## src/rtl/dmem_pkg.sv

```systemverilog
// Shared types and load/store formatting helpers for the data-memory adapter.
package dmem_pkg;

    typedef enum logic [1:0] {
        MEM_B = 2'd0,
        MEM_H = 2'd1,
        MEM_W = 2'd2
    } mem_size_e;

    typedef struct packed {
        logic [1:0] off;
        mem_size_e  size;
        logic       is_unsigned;
        logic       we;
        logic       err;
    } dmem_meta_t;

    // Misalignment, the reserved size encoding, or an address beyond the dpram all fault.
    function automatic logic req_err(input logic [31:0] addr, input logic [1:0] size,
                                     input int unsigned addrw);
        logic oor;
        oor = (addr >> addrw) != 32'd0;
        case (size)
            2'd0:    req_err = oor;
            2'd1:    req_err = oor | addr[0];
            2'd2:    req_err = oor | (addr[1:0] != 2'b00);
            default: req_err = 1'b1;
        endcase
    endfunction

    function automatic logic [3:0] store_mask(input mem_size_e size, input logic [1:0] off);
        case (size)
            MEM_B:   store_mask = 4'b0001 << off;
            MEM_H:   store_mask = 4'b0011 << off;
            default: store_mask = 4'hF;
        endcase
    endfunction

    function automatic logic [31:0] store_data(input mem_size_e size, input logic [31:0] wdata);
        case (size)
            MEM_B:   store_data = {4{wdata[7:0]}};
            MEM_H:   store_data = {2{wdata[15:0]}};
            default: store_data = wdata;
        endcase
    endfunction

    function automatic logic [31:0] load_fmt(input mem_size_e size, input logic [1:0] off,
                                             input logic uns, input logic [31:0] data);
        logic [7:0]  b;
        logic [15:0] h;
        b = data[8*off +: 8];
        h = data[16*off[1] +: 16];
        case (size)
            MEM_B:   load_fmt = uns ? {24'd0, b} : {{24{b[7]}}, b};
            MEM_H:   load_fmt = uns ? {16'd0, h} : {{16{h[15]}}, h};
            default: load_fmt = data;
        endcase
    endfunction

endpackage

```

## src/rtl/sync_fifo.sv

```systemverilog
// Power-of-two synchronous FIFO with registered head; push and pop may coincide.
module sync_fifo #(
    parameter int unsigned WIDTH = 33,
    parameter int unsigned DEPTH = 2
) (
    input  logic                       clk_i,
    input  logic                       rst_ni,
    input  logic                       push_i,
    input  logic [WIDTH-1:0]           data_i,
    input  logic                       pop_i,
    output logic [WIDTH-1:0]           data_o,
    output logic [$clog2(DEPTH):0]     count_o,
    output logic                       empty_o
);
    localparam int unsigned AW = $clog2(DEPTH);

    logic [WIDTH-1:0] mem_q [DEPTH];
    logic [AW-1:0]    wptr_q, wptr_d, rptr_q, rptr_d;
    logic [AW:0]      count_q, count_d;
    logic             push_ok, pop_ok, full;

    always_comb begin
        full    = count_q == (AW+1)'(DEPTH);
        empty_o = count_q == '0;
        push_ok = push_i && (!full || pop_i);
        pop_ok  = pop_i && !empty_o;
        wptr_d  = push_ok ? wptr_q + 1'b1 : wptr_q;
        rptr_d  = pop_ok ? rptr_q + 1'b1 : rptr_q;
        count_d = count_q + (AW+1)'(push_ok) - (AW+1)'(pop_ok);
        data_o  = mem_q[rptr_q];
        count_o = count_q;
    end

    always_ff @(posedge clk_i or negedge rst_ni) begin
        if (!rst_ni) begin
            wptr_q  <= '0;
            rptr_q  <= '0;
            count_q <= '0;
        end else begin
            wptr_q  <= wptr_d;
            rptr_q  <= rptr_d;
            count_q <= count_d;
        end
    end

    always_ff @(posedge clk_i) begin
        if (push_ok) begin
            mem_q[wptr_q] <= data_i;
        end
    end

endmodule

```

## src/rtl/dmem_adapter.sv

```systemverilog
// Load/store adapter onto a one-cycle pipelined dpram, with in-order buffered responses.
module dmem_adapter
    import dmem_pkg::*;
#(
    parameter int unsigned ADDRW      = 10,
    parameter int unsigned RESP_DEPTH = 2
) (
    input  logic             clk_i,
    input  logic             rst_ni,
    input  logic             req_valid_i,
    output logic             req_ready_o,
    input  logic [31:0]      req_addr_i,
    input  logic             req_we_i,
    input  logic [1:0]       req_size_i,
    input  logic             req_unsigned_i,
    input  logic [31:0]      req_wdata_i,
    output logic             rsp_valid_o,
    input  logic             rsp_ready_i,
    output logic [31:0]      rsp_rdata_o,
    output logic             rsp_err_o,
    output logic [ADDRW-1:0] mem_addr_o,
    output logic [31:0]      mem_data_o,
    output logic [3:0]       mem_mask_o,
    output logic             mem_we_o,
    output logic             mem_valid_o,
    input  logic [31:0]      mem_data_i,
    input  logic             mem_resp_i
);
    localparam int unsigned CntW = $clog2(RESP_DEPTH) + 1;
    localparam int unsigned OccW = CntW + 1;

    logic            inflight_q, inflight_d;
    dmem_meta_t      meta_q, meta_d, req_meta;
    logic            accept, pop, push;
    logic [CntW-1:0] fifo_count;
    logic            fifo_empty;
    logic [32:0]     push_data, head_data;
    logic [31:0]     load_data;
    logic [OccW-1:0] occupancy;

    always_comb begin
        pop       = rsp_valid_o && rsp_ready_i;
        // Reserve a FIFO slot for every request that could still produce a response.
        occupancy = OccW'(fifo_count) + OccW'(inflight_q) - OccW'(pop);
        req_ready_o = rst_ni && (occupancy < OccW'(RESP_DEPTH));
        accept    = req_valid_i && req_ready_o;

        req_meta.off         = req_addr_i[1:0];
        req_meta.size        = mem_size_e'(req_size_i);
        req_meta.is_unsigned = req_unsigned_i;
        req_meta.we          = req_we_i;
        req_meta.err         = req_err(req_addr_i, req_size_i, ADDRW);

        mem_valid_o = 1'b0;
        mem_addr_o  = '0;
        mem_we_o    = 1'b0;
        mem_mask_o  = 4'h0;
        mem_data_o  = 32'd0;
        if (accept) begin
            mem_valid_o = 1'b1;
            mem_addr_o  = {req_addr_i[ADDRW-1:2], 2'b00};
            if (!req_meta.err) begin
                mem_we_o   = req_we_i;
                mem_mask_o = store_mask(req_meta.size, req_meta.off);
                if (req_we_i) begin
                    mem_data_o = store_data(req_meta.size, req_wdata_i);
                end
            end
        end

        meta_d     = accept ? req_meta : meta_q;
        inflight_d = accept ? 1'b1 : (mem_resp_i ? 1'b0 : inflight_q);

        push      = mem_resp_i && inflight_q;
        load_data = load_fmt(meta_q.size, meta_q.off, meta_q.is_unsigned, mem_data_i);
        push_data = {meta_q.err, (meta_q.err || meta_q.we) ? 32'd0 : load_data};

        rsp_valid_o = !fifo_empty;
        rsp_err_o   = rsp_valid_o & head_data[32];
        rsp_rdata_o = rsp_valid_o ? head_data[31:0] : 32'd0;
    end

    always_ff @(posedge clk_i or negedge rst_ni) begin
        if (!rst_ni) begin
            inflight_q <= 1'b0;
            meta_q     <= '0;
        end else begin
            inflight_q <= inflight_d;
            meta_q     <= meta_d;
        end
    end

    sync_fifo #(
        .WIDTH (33),
        .DEPTH (RESP_DEPTH)
    ) u_rsp_fifo (
        .clk_i   (clk_i),
        .rst_ni  (rst_ni),
        .push_i  (push),
        .data_i  (push_data),
        .pop_i   (pop),
        .data_o  (head_data),
        .count_o (fifo_count),
        .empty_o (fifo_empty)
    );

endmodule

```

## config.mk

```make
export PLATFORM = sky130hd
export DESIGN_NAME = dmem_adapter
export DESIGN_NICKNAME = d
export VERILOG_FILES = /design/src/rtl/dmem_pkg.sv /design/src/rtl/sync_fifo.sv /design/src/rtl/dmem_adapter.sv
export SDC_FILE = /design/constraint.sdc
export NUM_CORES = 1
export LEC_CHECK = 0
export ABC_AREA = 1
export CORE_ASPECT_RATIO = 0.75
export CORE_MARGIN = 5
export CORE_UTILIZATION = 44
export CTS_CLUSTER_SIZE = 16
export DETAILED_ROUTE_END_ITERATION = 10
export PLACE_DENSITY = 0.8
export SETUP_SLACK_MARGIN = 0.3
export SYNTH_ARGS = -nofsm -noshare
export SYNTH_HDL_FRONTEND = slang
export SYNTH_HIERARCHICAL = 1
export SYNTH_SLANG_ARGS = --single-unit
```

## constraint.sdc

```tcl
create_clock -name clk_i -period 4.6 [get_ports clk_i]
set_clock_uncertainty 0.1 [all_clocks]
set_input_delay 0.46 -clock clk_i [delete_from_list [all_inputs] [get_ports clk_i]]
set_output_delay 0.46 -clock clk_i [all_outputs]
set_load 0.02 [all_outputs]
```

# Word-level counts from Yosys, hierarchy flattened
# Memory sizes are Yosys's and may differ from the RTL's.
# Cells that the tools add are included.
[word_totals] memories=1 mem_bits_rw=66 reg_bits=12 input_bits=105
[memory_table] memory="u_rsp_fifo.mem_q" words=2 width=33 rd=1 rd_ports_with_merged_regs=0 wr=1 line="sync_fifo.sv:17" source="logic [WIDTH-1:0] mem_q [DEPTH];"
[classes] n_mux=21 n_shift=4 reduce_logical=16 add_sub_neg=6 n_eq_ne=4 magnitude_cmp=1 n_bitwise=3
[op_table] op="32-bit 2-to-1 mux" count=7
[op_table] op="32-bit case mux with 2 select lines" count=2
[op_table] op="32-bit nonzero test" count=1
[op_table] op="32-bit by 6-bit variable part select with 16-bit output" count=1
[op_table] op="32-bit by 6-bit variable part select with 8-bit output" count=1
[op_table] op="10-bit 2-to-1 mux" count=1
[op_table] op="4-bit 2-to-1 mux" count=2
[op_table] op="4-bit case mux with 2 select lines" count=1
[op_table] op="1-bit 2-to-1 mux" count=7
[op_table] op="1-bit logical AND" count=6
[op_table] op="2-bit zero test" count=3
[op_table] op="2-bit by 1-bit == test with 1-bit output, second input constant" count=2
[op_table] op="2-bit == test, second input constant" count=2
[op_table] op="2-bit nonzero test" count=2
[op_table] op="1-bit by 2-bit << shifter with 4-bit output, first input constant" count=1
[op_table] op="2-bit by 2-bit << shifter with 4-bit output, first input constant" count=1
[op_table] op="2-bit by 1-bit adder with 3-bit output" count=1
[op_table] op="3-bit by 2-bit less-than comparator with 1-bit output, second input constant" count=1
[op_table] op="1-bit case mux with 3 select lines" count=1
[op_table] op="3-bit by 1-bit subtractor with 3-bit output" count=1
[op_table] op="1-bit adder, second input constant" count=2
[op_table] op="2-bit by 1-bit adder with 2-bit output" count=1
[op_table] op="1-bit zero test" count=2
[op_table] op="1-bit logical OR" count=2
[op_table] op="other kinds (3)" count=4

# Logic depth before layout (Yosys ltp)
# Gate-level depths: netlist of run 1.
[logic_depth] depth_word=8 mapped_depth=13 ltp_nobuf=11

# By module
# Netlist of run 1, hierarchy kept.
[modules_own_cells] mod="sync_fifo" cells_each=201 instances=1 area_per_inst_um2=2745.1
[modules_own_cells] mod="dmem_adapter" cells_each=440 instances=1 area_per_inst_um2=2179.6

# Worst setup path after synthesis of run 1
# No wires, ideal clock.
[synth_path] path_type="register to output" start="reg u_rsp_fifo.count_q[1] (netlist: u_rsp_fifo/count_o[1])" end="out mem_data_o[21]" t_arrival_ps=3010 path_buffers=2 setup_slack_ps=1030 path_stages_with_launch=14 path_cell_list="dfrtp_1 nor2_2 clkbuf_1 nor2_1 ha_1 or2_2 fa_1 nand2_1 inv_1 nand4_2 nor2_1 nand3_1 buf_2 nor2_1"
[synth_via] elab_chain_cells=8
[synth_lines] item="from (decl)" line="sync_fifo.sv:19" source="logic [AW:0] count_q, count_d;"
[synth_lines] item="from (signal assigned)" line="sync_fifo.sv:42" source="count_q <= count_d;"
[synth_lines] item="2-bit zero test" line="sync_fifo.sv:24" source="empty_o = count_q == '0;"
[synth_lines] item="net fifo_empty" line="dmem_adapter.sv:36" source="logic fifo_empty;"
[synth_lines] item="1-bit zero test" line="dmem_adapter.sv:78" source="rsp_valid_o = !fifo_empty;"
[synth_lines] item="1-bit logical AND" line="dmem_adapter.sv:42" source="pop = rsp_valid_o && rsp_ready_i;"
[synth_lines] item="net pop" line="dmem_adapter.sv:34" source="logic accept, pop, push;"
[synth_lines] item="3-bit by 1-bit subtractor with 3-bit output" line="dmem_adapter.sv:44" source="occupancy = OccW'(fifo_count) + OccW'(inflight_q) - OccW'(pop);"
[synth_lines] item="3-bit by 2-bit less-than comparator with 1-bit output" line="dmem_adapter.sv:45" source="req_ready_o = rst_ni && (occupancy < OccW'(RESP_DEPTH));"
[synth_lines] item="1-bit logical AND" line="dmem_adapter.sv:45"
[synth_lines] item="1-bit logical AND" line="dmem_adapter.sv:46" source="accept = req_valid_i && req_ready_o;"
[synth_lines] item="32-bit 2-to-1 mux" line="dmem_adapter.sv:59" source="if (accept) begin"
[synth_lines] item="to (decl)" line="dmem_adapter.sv:22" source="output logic [31:0] mem_data_o,"
# The timed path passes the listed nets, and every way through them passes these cells.

# Worst setup path after layout of run 1
[layout_path] start="in rsp_ready_i" end="out mem_we_o"
[layout_via] elab_chain_cells=6
[layout_lines] item="from (decl)" line="dmem_adapter.sv:18" source="input logic rsp_ready_i,"
[layout_lines] item="1-bit logical AND" line="dmem_adapter.sv:42"
[layout_lines] item="net pop" line="dmem_adapter.sv:34"
[layout_lines] item="3-bit by 1-bit subtractor with 3-bit output" line="dmem_adapter.sv:44"
[layout_lines] item="3-bit by 2-bit less-than comparator with 1-bit output" line="dmem_adapter.sv:45"
[layout_lines] item="1-bit logical AND" line="dmem_adapter.sv:45"
[layout_lines] item="1-bit logical AND" line="dmem_adapter.sv:46"
[layout_lines] item="1-bit 2-to-1 mux" line="dmem_adapter.sv:59"
[layout_lines] item="to (decl)" line="dmem_adapter.sv:24" source="output logic mem_we_o,"
# The timed path passes the listed nets, and every way through them passes these cells.

==> flow_metrics.env, run 1 <==
export IMPL_status="finished clean"
export IMPL_rows=33
export IMPL_clock_sinks=78
export IMPL_firstDrtPassIters=5
export IMPL_hold_buffers=0
export IMPL_yosysTopAreaCellShare=0.402
export IMPL_r2r_cells=12
export IMPL_grt_pass1_vias=4854
export IMPL_vias=4869
export IMPL_design_area_um2=7210
export IMPL_cts_root_buf="clkbuf_16"
export IMPL_drc=0
export IMPL_startpoint_type="input port"
export IMPL_r2r_end="meta_q[0]"
export IMPL_synth_seq_cells=78
export IMPL_cts_tree="done"
export IMPL_die_h_um=102
export IMPL_synthFlopType="edfxtp_1"
export IMPL_setup_tns_ns=0
export IMPL_dr_first_iter_drc_count=453
export IMPL_grt_max_degree=37
export IMPL_p_sw_frac=0.418
export IMPL_clock_path_buffers=2
export IMPL_die_area_um2=13400
export IMPL_ant_nets=0
export IMPL_gp_congestion=0.954
export IMPL_ys_types=36
export IMPL_end_kind="primary output"
export IMPL_grt_pass1_wl_um=23400
export IMPL_dieWidth_um=132
export IMPL_synthTopCellsByCount="161 x nand2_1, 117 x nor2_1, 90 x inv_1, 66 x edfxtp_1, 54 x o21ai_0"
export IMPL_area_growth_pct=46.4
export IMPL_fmax_ghz=0.245
export IMPL_wl_per_cell_um=15.8
export IMPL_p_seq_frac=0.284
export IMPL_cts_buffers=9
export IMPL_clk_pin_slew_worst_paths_ns=0.06
export IMPL_final_cells=959
export IMPL_antenna_found_initial=0
export IMPL_synth_largest_area_cell="edfxtp_1"
export IMPL_irDropWorstVdd_uv=250
export IMPL_drv_slew=0
export IMPL_postSynthAreaPerCell_um2=7.68
export IMPL_cts_max_level=3
export IMPL_layout_worst_path_cycle_share=0.886
export IMPL_endpoint="mem_we_o"
export IMPL_p_sw_mw=1.52
export IMPL_setup_viol=0
export IMPL_clkLatencyLatePin_ns=0.34
export IMPL_hold_viol_final=0
export IMPL_worst_pin_slew_ns=0.924
export IMPL_critPathLaunch="rsp_ready_i"
export IMPL_antenna_cells=0
export IMPL_ioPinCount=188
export IMPL_worstPathRequired_ns=4.04
export IMPL_grt_ovfl_total=0
export IMPL_yosysWarnings=6
export IMPL_synth_most_common_cell="nand2_1"
export IMPL_numPortBuffers=185
export IMPL_holdCritPathClass="in2async"
export IMPL_crit_type="in2out"
export IMPL_vias_per_cell=5.08
export IMPL_ys_seq_area_frac=0.463
export IMPL_critPathMaxFanout=31
export IMPL_dp_hpwl_um=11100
export IMPL_drive_above_1_share=0.0781
export IMPL_synth_edff_count=66
export IMPL_synth_area_leaders="edfxtp_1 40%, nand2_1 12%, nor2_1 8.9%, inv_1 6.9%, dfrtp_1 6.1%"
export IMPL_routed_wirelength_um=15100
export IMPL_fin_nets=927
export IMPL_r2r_start="u_rsp_fifo/count_o[1]"
export IMPL_post_place_ws_ns=0.440
export IMPL_rsz0062_at_grt="no"
export IMPL_setup_slack_ns=0.524
export IMPL_cp_data_arrival_time_ns=3.52
export IMPL_cap_violations=0
export IMPL_initial_core_util=0.450
export IMPL_p_int_mw=2.12
export IMPL_grt_use_total=0.219
export IMPL_core_area_um2=10900
export IMPL_synth_cells=641
export IMPL_clkPwrFrac=0.208
export IMPL_synth_cell_area_um2=4920
export IMPL_slew_headroom=0.383
export IMPL_utilization=0.659
export IMPL_async_flop_share=0.154
export IMPL_r2r_setup_slack_ns=1.86
export IMPL_leakagePower_nw=3.75
export IMPL_placed_cells=943
export IMPL_period_needed_ns=4.08
export IMPL_comb_power_share=0.507
export IMPL_dpl_cell_area_um2=6810
export IMPL_cellPowerDensity_nw_per_um2=506
-- how the worst min path moves through the flow --
stage	from	to	slack, ns
after floorplan	rst_ni	inflight_q	0.06
after global placement	u_rsp_fifo/wptr_q	u_rsp_fifo/wptr_q	0.36
after detailed placement	u_rsp_fifo/wptr_q	u_rsp_fifo/wptr_q	0.38
after CTS	u_rsp_fifo/wptr_q	u_rsp_fifo/wptr_q	0.39
after global routing	u_rsp_fifo/wptr_q	u_rsp_fifo/wptr_q	0.42
final	rst_ni	u_rsp_fifo/count_o[0]	0.38
-- layer usage --
metal	global-route usage	part of all wire
met1	0.253	0.38
met2	0.392	0.50
met3	0.0621	0.092
met4	0.0822	0.028
met5	0	0
-- sequential cells by signal (all words and copies together), names as in the netlist --
register / cells
u_rsp_fifo/count_o: 2
meta_q: 7
inflight_q: 1
u_rsp_fifo/rptr_q: 1
u_rsp_fifo/mem_q: 66
u_rsp_fifo/wptr_q: 1
-- repair_timing --
action | CTS | global route
endpoints found under the setup margin | 0 | 33
setup buffers | 0 | 0
gates resized for setup | 0 | 31
endpoints found under the hold margin | 0 | 0
-- cells in the final DEF, fill, tap and decap left out, drive strengths merged --
cell           instances
a21boi                 7
a21oi                 23
a31oi                  1
buf                    7
bufinv                 2
clkbuf                 9
clkdlybuf4s50        155
clkinv                 3
clkinvlp               1
conb                   2
dfrtp                 12
dlymetal6s2s          30
edfxtp                66
fa                     1
ha                     7
inv                   97
nand2                175
nand3                  9
nand4                  2
nor2                 131
nor3                   4
o21a                   1
o21ai                 56
o221ai                 7
or2                    9
xnor2                  1
xor2                   1
-- metrics by stage --
stage	power, mW	hold slack [ns]
2_1_floorplan	2.23	0.0644
3_3_place_gp	2.84	0.356
3_5_place_dp	2.89	0.375
4_1_cts	3.66	0.389
5_1_grt	3.89	0.422
6_report	3.65	0.380
-- power by group through the flow --
| stage | Sequential, mW | Combinational [mW] | Clock [mW] |
|---|---|---|---|
| 2_1_floorplan | 0.987 | 1.24 | 0 |
| 3_3_place_gp | 1.04 | 1.80 | 0 |
| 3_5_place_dp | 1.05 | 1.84 | 0 |
| 4_1_cts | 1.03 | 1.86 | 0.766 |
| 5_1_grt | 1.05 | 2.04 | 0.798 |
| 6_report | 1.04 | 1.85 | 0.760 |
-- critical path: stages --
cell and delay (ns):
clkdlybuf4s50_1 0.45, inv_1 0.04, nor2_1 0.12, ha_1 0.24
or2_2 0.30, fa_1 0.49, nand2_1 0.05, inv_1 0.10
nand4_2 0.10, nor2_1 0.14, nand3_1 0.09, buf_4 0.24
inv_1 0.08, clkdlybuf4s50_1 0.60
-- kinds of logic after synthesis --
group	share of synthesized area
AOI/OAI and AO/OA	0.107
xor gates and xnor gates	0.00356
adders and majority gates	0.0218
buffers and inverters	0.115
DFF	0.463
other	0.000761
and+or+nand+nor	0.288
-- area by class of cell --
cell class	count	area, um^2
Tap cell	140	175
Inverter	96	370
Timing Repair Buffer	192	1980
Sequential cell	78	2280
Fill cell	858	3730
Clock inverter	7	97.6
Multi-Input combinational cell	437	2080
Clock buffer	9	225
Note: power is estimated with default switching activity, not from simulation.
==> inputs of run 2 (changes only) <==
Settings changed: CORE_UTILIZATION 44 to 45, PLACE_DENSITY 0.8 to 0.82.
==> flow_metrics.env, run 2 (same netlist as run 1, synthesis figures left out) <==
export IMPL_status="finished clean"
export IMPL_whs_ns=0.381
export IMPL_period_needed_ns=4.03
export IMPL_cts_tree="done"
export IMPL_dr_first_iter_drc_count=421
export IMPL_vias=4909
export IMPL_die_area_um2=13200
export IMPL_critPathMaxFanout=24
export IMPL_leakagePower_nw=3.76
export IMPL_grt_use_total=0.228
export IMPL_worst_pin_slew_ns=0.771
export IMPL_post_place_ws_ns=0.424
export IMPL_cap_violations=0
export IMPL_cts_buffers=9
export IMPL_layout_commonest_cell="nand2_1"
export IMPL_largest_reg_flops=66
export IMPL_setup_viol=0
export IMPL_clkLatencyLatePin_ns=0.33
export IMPL_end_kind="primary output"
export IMPL_fin_nets=926
export IMPL_clock_sinks=78
export IMPL_dieWidth_um=131
export IMPL_dp_hpwl_um=11100
export IMPL_setup_tns_ns=0
export IMPL_rows=33
export IMPL_ioPinCount=188
export IMPL_initial_core_util=0.455
export IMPL_drv_slew=0
export IMPL_setup_slack_ns=0.573
export IMPL_dpl_cell_area_um2=6810
export IMPL_regMostFlops="u_rsp_fifo/mem_q"
export IMPL_wl_per_cell_um=15.9
export IMPL_grt_pass1_vias=5030
export IMPL_worstPathRequired_ns=4.04
export IMPL_power_mw=3.61
export IMPL_vias_per_cell=5.12
export IMPL_cts_root_buf="clkbuf_16"
export IMPL_slew_headroom=0.486
export IMPL_r2r_start="u_rsp_fifo/count_o[1]"
export IMPL_area_growth_pct=46.0
export IMPL_final_cells=959
export IMPL_grt_max_degree=37
export IMPL_irDropWorstVdd_uv=245
export IMPL_drive_above_1_share=0.0747
export IMPL_holdCritPathClass="reg2reg"
export IMPL_antenna_found_initial=2
export IMPL_critPathLaunch="u_rsp_fifo/count_o[1]"
export IMPL_core_area_um2=10800
export IMPL_ant_nets=0
export IMPL_clock_path_buffers=2
export IMPL_clk_pin_slew_worst_paths_ns=0.05
export IMPL_cts_max_level=3
export IMPL_numPortBuffers=185
export IMPL_grt_ovfl_total=0
export IMPL_fmax_ghz=0.248
export IMPL_die_h_um=101
export IMPL_hold_viol_final=0
export IMPL_firstDrtPassIters=6
export IMPL_grt_pass1_wl_um=23500
export IMPL_hp_start="u_rsp_fifo/wptr_q"
export IMPL_routed_wirelength_um=15200
export IMPL_drc=0
export IMPL_placed_cells=942
export IMPL_rsz0062_at_grt="no"
export IMPL_design_area_um2=7190
export IMPL_final_cell_mix="161 x nand2_1, 154 x clkdlybuf4s50_1, 116 x nor2_1"
export IMPL_cellPowerDensity_nw_per_um2=502
export IMPL_crit_type="reg2out"
export IMPL_cp_data_arrival_time_ns=3.47
export IMPL_gp_congestion=0.916
export IMPL_startpoint_type="register"
export IMPL_layout_worst_path_cycle_share=0.875
export IMPL_utilization=0.665
-- run 2: layer usage --
layer | global-route usage | part of all wire | vias to the layer above
met3 | 0.0662 | 0.098 | 38
met5 | 0 | 0 | -
li1 | - | - | 2355
met4 | 0.0964 | 0.036 | 0
met2 | 0.400 | 0.50 | 268
met1 | 0.260 | 0.37 | 2248
-- run 2: final cells by class --
type                       instances  area, um^2
clock buffer                       9         225
inverter                          96         370
antenna                            2        5.00
clock inverter                     6        77.6
timing repair buffer             191        1970
sequential                        78        2280
tap                              140         175
fill                             841        3630
multi-input combinational        437        2080
-- run 2: worst paths after layout --
| check | endpoint | slack (ns) | cells past startpoint |
|---|---|---|---|
| hold reg to reg | u_rsp_fifo/wptr_q | 0.38 | 2 |
| setup reg to reg | meta_q[2] | 1.78 | 12 |
| max in group asynchronous | u_rsp_fifo/count_o[1] | 3.60 | 1 |
| hold / removal | u_rsp_fifo/wptr_q | 0.38 | 2 |
| min in group asynchronous | u_rsp_fifo/count_o[0] | 0.39 | 1 |
| setup / recovery | mem_mask_o[0] | 0.57 | 11 |
-- run 2: repair_timing --
| action | CTS | global route |
|---|---|---|
| setup buffers | 0 | 0 |
| resized for setup | 0 | 32 |
| hold buffers | 0 | 0 |
| setup endpoints to repair | 0 | 32 |
-- run 2: power breakdown --
group	switching, mW	internal [mW]	total (mW)
Clock	0.260	0.466	0.725
Combinational	1.12	0.727	1.85
Sequential	0.118	0.920	1.04
-- run 2: worst max-delay path, stage by stage (launching register included) --
cell             delay (ns)
dfrtp_2                0.47
nor2_2                 0.16
nor2_1                 0.08
ha_1                   0.28
or2_2                  0.30
fa_1                   0.48
nand2_1                0.05
inv_1                  0.11
nand4_2                0.10
buf_4                  0.23
nor3_1                 0.22
clkdlybuf4s50_1        0.65
==> inputs of run 3 (changes only) <==
Settings changed: REMOVE_ABC_BUFFERS set to 1, SKIP_LAST_GASP set to 1.
==> flow_metrics.env, run 3 (same netlist as run 1, synthesis figures left out) <==
export IMPL_status="finished clean"
export IMPL_rsz0062_at_grt="no"
export IMPL_cp_data_arrival_time_ns=3.55
export IMPL_r2r_end="meta_q[0]"
export IMPL_startpoint_type="input port"
export IMPL_critPathLaunch="rsp_ready_i"
export IMPL_whs_ns=0.409
export IMPL_utilization=0.666
export IMPL_drv_slew=0
export IMPL_final_cell_mix="161 x nand2_1, 154 x clkdlybuf4s50_1, 116 x nor2_1"
export IMPL_period_needed_ns=4.11
export IMPL_end_kind="primary output"
export IMPL_regMostFlops="u_rsp_fifo/mem_q"
export IMPL_rows=33
export IMPL_worst_pin_slew_ns=1.03
export IMPL_post_cts_resized=0
export IMPL_clkLatencyLatePin_ns=0.33
export IMPL_layout_worst_path_cycle_share=0.894
export IMPL_worstPathRequired_ns=4.04
export IMPL_ioPinCount=188
export IMPL_dp_hpwl_um=10700
export IMPL_vias_per_cell=5.02
export IMPL_cellPowerDensity_nw_per_um2=508
export IMPL_setup_viol=0
export IMPL_clock_sinks=78
export IMPL_grt_pass1_vias=4665
export IMPL_r2r_start="u_rsp_fifo/count_o[1]"
export IMPL_die_area_um2=13200
export IMPL_fmax_ghz=0.243
export IMPL_endpoint="mem_mask_o[0]"
export IMPL_antenna_found_initial=0
export IMPL_irDropWorstVdd_uv=311
export IMPL_power_mw=3.66
export IMPL_grt_pass1_wl_um=22600
export IMPL_holdCritPathClass="in2async"
export IMPL_area_growth_pct=46.3
export IMPL_grt_use_total=0.218
export IMPL_grt_ovfl_total=0
export IMPL_hold_buffers=0
export IMPL_critPathMaxFanout=24
export IMPL_slew_headroom=0.311
export IMPL_crit_type="in2out"
export IMPL_dr_first_iter_drc_count=405
export IMPL_vias=4805
export IMPL_r2r_cells=12
export IMPL_cts_setup_buffers=0
export IMPL_fin_nets=925
export IMPL_clock_path_buffers=2
export IMPL_hold_viol_final=0
export IMPL_ant_nets=0
export IMPL_drc=0
export IMPL_wl_per_cell_um=15.3
export IMPL_antenna_cells=0
export IMPL_layout_commonest_cell="nand2_1"
export IMPL_numPortBuffers=185
export IMPL_cts_buffers=9
export IMPL_initial_core_util=0.455
export IMPL_cts_root_buf="clkbuf_16"
export IMPL_grt_max_degree=37
export IMPL_routed_wirelength_um=14600
export IMPL_drive_above_1_share=0.0771
export IMPL_gp_congestion=0.863
export IMPL_setup_tns_ns=0
export IMPL_cts_max_level=3
export IMPL_core_area_um2=10800
export IMPL_leakagePower_nw=3.76
export IMPL_dieWidth_um=131
export IMPL_cts_tree="done"
export IMPL_cap_violations=0
export IMPL_clk_pin_slew_worst_paths_ns=0.06
export IMPL_largest_reg_flops=66
export IMPL_die_h_um=101
export IMPL_firstDrtPassIters=5
export IMPL_r2r_setup_slack_ns=1.83
run 3: worst max-delay path, cell delays in order:
cell and delay [ns]:
clkdlybuf4s50_1 0.46, inv_1 0.04, nor2_1 0.15, ha_1 0.26
or2_2 0.30, fa_1 0.48, nand2_1 0.05, inv_1 0.11
nand4_2 0.10, buf_4 0.22, nor3_1 0.24, clkdlybuf4s50_1 0.66
run 3: layer usage:
metal  global-route usage  vias up  wire [um]
li1                     -     2350          -
met1                0.264     2250       5780
met2                0.388      185       7630
met3               0.0535       20       1000
met4               0.0569        0        189
met5                    0        -          0
run 3: cell type report:
class / count / area (um^2)
clock buffer: 9 / 225
clock inverter: 7 / 96.3
fill: 848 / 3610
inverter: 96 / 370
multi-input combinational: 437 / 2090
sequential: 78 / 2280
tap: 140 / 175
timing repair buffer: 190 / 1970
run 3: worst min path at each step:
stage,startpoint,to,slack (ns),cells after the start
final,rst_ni,u_rsp_fifo/count_o[0],0.41,1
after CTS,u_rsp_fifo/wptr_q,u_rsp_fifo/wptr_q,0.41,2
after detailed placement,u_rsp_fifo/wptr_q,u_rsp_fifo/wptr_q,0.39,2
after floorplan,rst_ni,inflight_q,0.06,0
after global routing,meta_q[1],meta_q[1],0.43,2
after global placement,u_rsp_fifo/wptr_q,u_rsp_fifo/wptr_q,0.36,2
run 3: per-stage QoR:
step	area [um^2]	setup WS, ns	std cells
global route	7200	0.301	957
detailed placement	6800	0.348	941
floorplan	4730	-0.214	611
global placement	6800	0.427	941
finish	7200	0.486	957
CTS	7120	0.310	957
run 3: where the power goes:
part	leakage (nW)	total (mW)	internal [mW]	switching [mW]
Clock	0.160	0.756	0.476	0.280
Sequential	0.757	1.04	0.920	0.119
Combinational	2.85	1.86	0.727	1.14
